### src/rtl/mux_select_arbiter.sv
// Two-source arbitrated mux: grants X or Y with a bounded hold time, then
// registers the selected source's data one cycle after the grant.
module mux_select_arbiter #(
    parameter int DATA_W   = 8,
    parameter int MAX_HOLD = 4
) (
    input  logic              clock,
    input  logic              resetn,
    input  logic [1:0]        req,
    input  logic [DATA_W-1:0] x_data,
    input  logic [DATA_W-1:0] y_data,
    output logic [1:0]        grant,
    output logic              sel,
    output logic [DATA_W-1:0] out_data,
    output logic              out_valid
);

    localparam int HOLD_W = (MAX_HOLD > 1) ? $clog2(MAX_HOLD) : 1;
    localparam logic [HOLD_W-1:0] HOLD_LAST = HOLD_W'(MAX_HOLD - 1);
    localparam logic LP_X = 1'b0;
    localparam logic LP_Y = 1'b1;

    typedef enum logic [1:0] {
        IDLE  = 2'd0,
        OWN_X = 2'd1,
        OWN_Y = 2'd2
    } state_t;

    state_t             state;
    state_t             next_state;
    logic [HOLD_W-1:0]  hold_cnt;
    logic               lp;

    always_comb begin
        next_state = state;
        case (state)
            IDLE: begin
                case (req)
                    2'b01:   next_state = OWN_X;
                    2'b10:   next_state = OWN_Y;
                    2'b11:   next_state = (lp == LP_Y) ? OWN_X : OWN_Y;
                    default: next_state = IDLE;
                endcase
            end
            OWN_X: begin
                if (!req[0])
                    next_state = req[1] ? OWN_Y : IDLE;
                else if (req[1] && hold_cnt == HOLD_LAST)
                    next_state = OWN_Y;
            end
            OWN_Y: begin
                if (!req[1])
                    next_state = req[0] ? OWN_X : IDLE;
                else if (req[0] && hold_cnt == HOLD_LAST)
                    next_state = OWN_X;
            end
            default: next_state = IDLE;
        endcase
    end

    always_ff @(posedge clock or negedge resetn) begin
        if (!resetn) begin
            state     <= IDLE;
            grant     <= '0;
            sel       <= 1'b0;
            out_data  <= '0;
            out_valid <= 1'b0;
            hold_cnt  <= '0;
            lp        <= LP_Y;
        end else begin
            state     <= next_state;
            out_valid <= (grant != 2'b00);

            // Data follows the current owner, so it trails grant by one cycle.
            case (state)
                OWN_X:   out_data <= x_data;
                OWN_Y:   out_data <= y_data;
                default: out_data <= out_data;
            endcase

            if (next_state != state)
                hold_cnt <= '0;
            else if (state != IDLE && hold_cnt != HOLD_LAST)
                hold_cnt <= hold_cnt + 1'b1;

            case (next_state)
                OWN_X: begin
                    grant <= 2'b01;
                    sel   <= 1'b0;
                    lp    <= LP_X;
                end
                OWN_Y: begin
                    grant <= 2'b10;
                    sel   <= 1'b1;
                    lp    <= LP_Y;
                end
                default: grant <= 2'b00;
            endcase
        end
    end

endmodule
### config.mk
export PLATFORM = sky130hd
export DESIGN_NAME = mux_select_arbiter
export DESIGN_NICKNAME = d
export VERILOG_FILES = /design/src/rtl/mux_select_arbiter.sv
export SDC_FILE = /design/constraint.sdc
export NUM_CORES = 1
export LEC_CHECK = 0
export CAP_MARGIN = 10
export CORE_UTILIZATION = 47
export DETAILED_ROUTE_END_ITERATION = 10
export PLACE_DENSITY = 0.88
export SLEW_MARGIN = 20
export SYNTH_ARGS = -nofsm -noshare
export SYNTH_HDL_FRONTEND = slang
export SYNTH_SLANG_ARGS = --single-unit
### constraint.sdc
create_clock -name clock -period 5.9 [get_ports clock]
set_input_delay 1.77 -clock clock [delete_from_list [all_inputs] [get_ports clock]]
set_output_delay 1.77 -clock clock [all_outputs]
set_load 0.01 [all_outputs]
==> flow_metrics.py <==
metrics = {
    "status": {
        "outcome": "finished clean",
    },
    "logic_synthesis": {
        "synth_top_area_share_pct": 43.6,
        "synth_area_leaders": "dfrtp_1 44%, mux2i_1 9.8%, ha_1 9.5%",
        "synthArstFlopShare_pct": 100,
        "synth_top_family_by_area": "simple AND/OR/NAND/NOR gates",
        "yosys.area.top_type": "dfrtp_1",
        "synthSimpleGateAreaFrac_pct": 15.7,
        "synth-adder-area-share_pct": 9.54,
        "synth_edf_count": 0,
        "muxShareOfSynthArea_pct": 9.81,
        "synth-compound-area-share_pct": 13.2,
        "syn_inst": 88,
        "yosysUniqueCellTypes": 24,
        "yosysMostFrequentCell": "dfrtp_1",
        "yosysWarnings": 0,
        "syn_area_um2": 918,
        "synth_area_per_cell_um2": 10.4,
        "synthTopCellsByCount": "16 x dfrtp_1, 10 x nor2_1, 9 x a21oi_1, 9 x mux2i_1, 9 x nand2_1",
        "synth-seq-cells": 17,
        "ys_seq_area_share_pct": 46.5,
        "synth-xor-area-share_pct": 1.91,
        "synth.net_count": 115,
        "ys.flop_type": "dfrtp_1",
    },
    "drt": {
        "met2WireLength_um": 972,
        "drc": 0,
        "firstDrtPassIters": 4,
        "top_layer": "met4",
        "wl_met1_um": 778,
        "wl_um": 1860,
        "wl_met3_um": 83,
        "viasPerCell": 4.99,
        "vias": 723,
        "drt-initial-drc-count": 15,
        "postRouteAntennaNets": 0,
        "wire_per_inst_um": 12.8,
    },
    "clock_tree": {
        "cts_resized": 0,
        "clk_pin_slew_ns": 0.09,
        "insertion_delay_ns": 0.29,
        "postCtsSetupRepairBufs": 0,
        "cts_made_buffers": 3,
        "holdBufCountCts": 0,
        "cts.sinks": 17,
        "clock-root-buffer": "clkbuf_4",
        "clockBufferDepth": 2,
        "cts_max_level": 1,
        "cts_tree": "built",
    },
    "sta": {
        "period_minus_slack_ns": 3.29,
        "fin_tns_setup_ns": 0,
        "maxSlewViolCount": 0,
        "finalHoldViolCount": 0,
        "max_freq_mhz": 304,
        "tightest_slew_ns": 0.764,
        "timing.hold.ws_ns": 0.471,
        "rsz0062_at_grt": "false",
        "setup_slack_ns": 2.61,
        "skew_ns": 0.00966,
        "slew_headroom_pct": 48.9,
        "setup_viol": 0,
        "period_share_pct": 55.7,
    },
    "global_route": {
        "grt_overflow": 0,
        "grt_pass1_wl_um": 2950,
        "antenna_found_initial": 0,
        "grt_pass1_vias": 698,
        "grt_max_degree": 18,
        "grtUsageTotal_pct": 20.3,
    },
    "worst_setup_path": {
        "worst-setup-path-type": "in -> reg",
        "cp-end-kind": "flip-flop",
        "startpoint_type": "input pin",
        "required_ns": 6.13,
        "critPathArrivalTime_ns": 3.51,
        "critPathMaxFanout": 6,
        "reg2reg_depth": 9,
    },
    "final_layout": {
        "diodes": 0,
        "syn2layout_area_growth_pct": 38.7,
        "final_nets": 148,
        "final_util_pct": 71.4,
        "layout-drive-gt1-share_pct": 7.50,
    },
    "power_and_ir_drop": {
        "ir_drop_v": 0.000295,
        "power_density_nw_per_um2": 476,
        "power.total_w": 0.000607,
        "leakage_nw": 0.551,
    },
    "die": {
        "die_area_um2": 2130,
        "start_util_pct": 51.5,
        "core_area_um2": 1780,
        "std_cell_rows": 15,
        "pin_count": 32,
        "die_x_um": 46.2,
        "die_y_um": 46.2,
    },
    "placement": {
        "gp_congestion": 0.865,
        "dp_slack_ns": 2.33,
        "portBuffers": 31,
        "dp_hpwl_um": 1450,
    },
    "run": {
        "drv_cap": 0,
    },
    "min_path": {
        "hp-class": "reg -> reg",
        "holdPathStages": 1,
    },
}
## metrics by stage
| step | instance area (um2) | cells |
|---|---|---|
| after CTS | 1270 | 145 |
| final | 1270 | 145 |
| after global routing | 1270 | 145 |
| after global placement | 1250 | 141 |
| after floorplan | 918 | 88 |
| after detailed placement | 1250 | 141 |
## routing by layer
| layer | vias up | GRT usage, % |
|---|---|---|
| li1 | 363 | - |
| met1 | 340 | 24.5 |
| met2 | 18 | 33.5 |
| met3 | 2 | 4.31 |
| met4 | 0 | 10.6 |
| met5 | - | 0 |
## area by class of cell
type,count,area (um2)
clock buffers,4,26.3
flip-flops and latches,17,427
fillers,141,509
repair buffers,31,310
multi-input cells,63,460
inverters,5,18.8
well taps,25,31.3
## cell families (layout without fill, tap and decap cells)
family          after synthesis  in the layout
mux                           9              9
buf+inv                       8             40
simple gates                 29             29
fa+ha+maj                     7              7
compound gates               16             16
flops                        17             17
xor+xnor                      2              2
## critical path, cell delays in order
cell and delay [ns]:
clkdlybuf4s50_1 0.58, nor2b_1 0.16, o21ai_0 0.10, a31oi_1 0.25, a21o_1 0.18, ha_1 0.25, nand2b_1 0.17, nand2_1 0.06
## sequential cells by signal, summed over array words and instances (netlist names)
| name | flops |
|---|---|
| state | 2 |
| lp | 1 |
| grant | 2 |
| sel | 1 |
| out_data | 8 |
| out_valid | 1 |
| hold_cnt | 2 |
## layout by cell type, fill, tap and decap left out, drive strengths merged, types with 2 or more instances in the layout
cell type	count
nand2	9
nor2	10
clkdlybuf4s50	31
inv	5
ha	7
clkbuf	4
nor4	2
mux2i	9
nand2b	4
xnor2	2
a21oi	9
dfrtp	16
## final timing paths
kind                                         start                      end  slack, ns
worst max-delay path                        req[1]          sel$_DFFE_PN0P_       2.61
worst min-delay path            grant[1]$_DFF_PN0_      out_valid$_DFF_PN0_       0.47
worst max register to register  state[0]$_DFF_PN0_          sel$_DFFE_PN0P_       3.60
worst min register to register  grant[1]$_DFF_PN0_      out_valid$_DFF_PN0_       0.47
max in group asynchronous                   resetn          sel$_DFFE_PN0P_       3.50
min in group asynchronous                   resetn  out_data[1]$_DFFE_PN0P_       1.92
## report_power, final
group | leakage [nW] | internal [W] | switching (W) | total, W
Combinational | 0.333 | 0.000172 | 0.000168 | 0.000340
Clock | 0.0150 | 0.0000262 | 0.0000367 | 0.0000629
Sequential | 0.203 | 0.000171 | 0.0000327 | 0.000204
(Power assumes the default switching activity.)
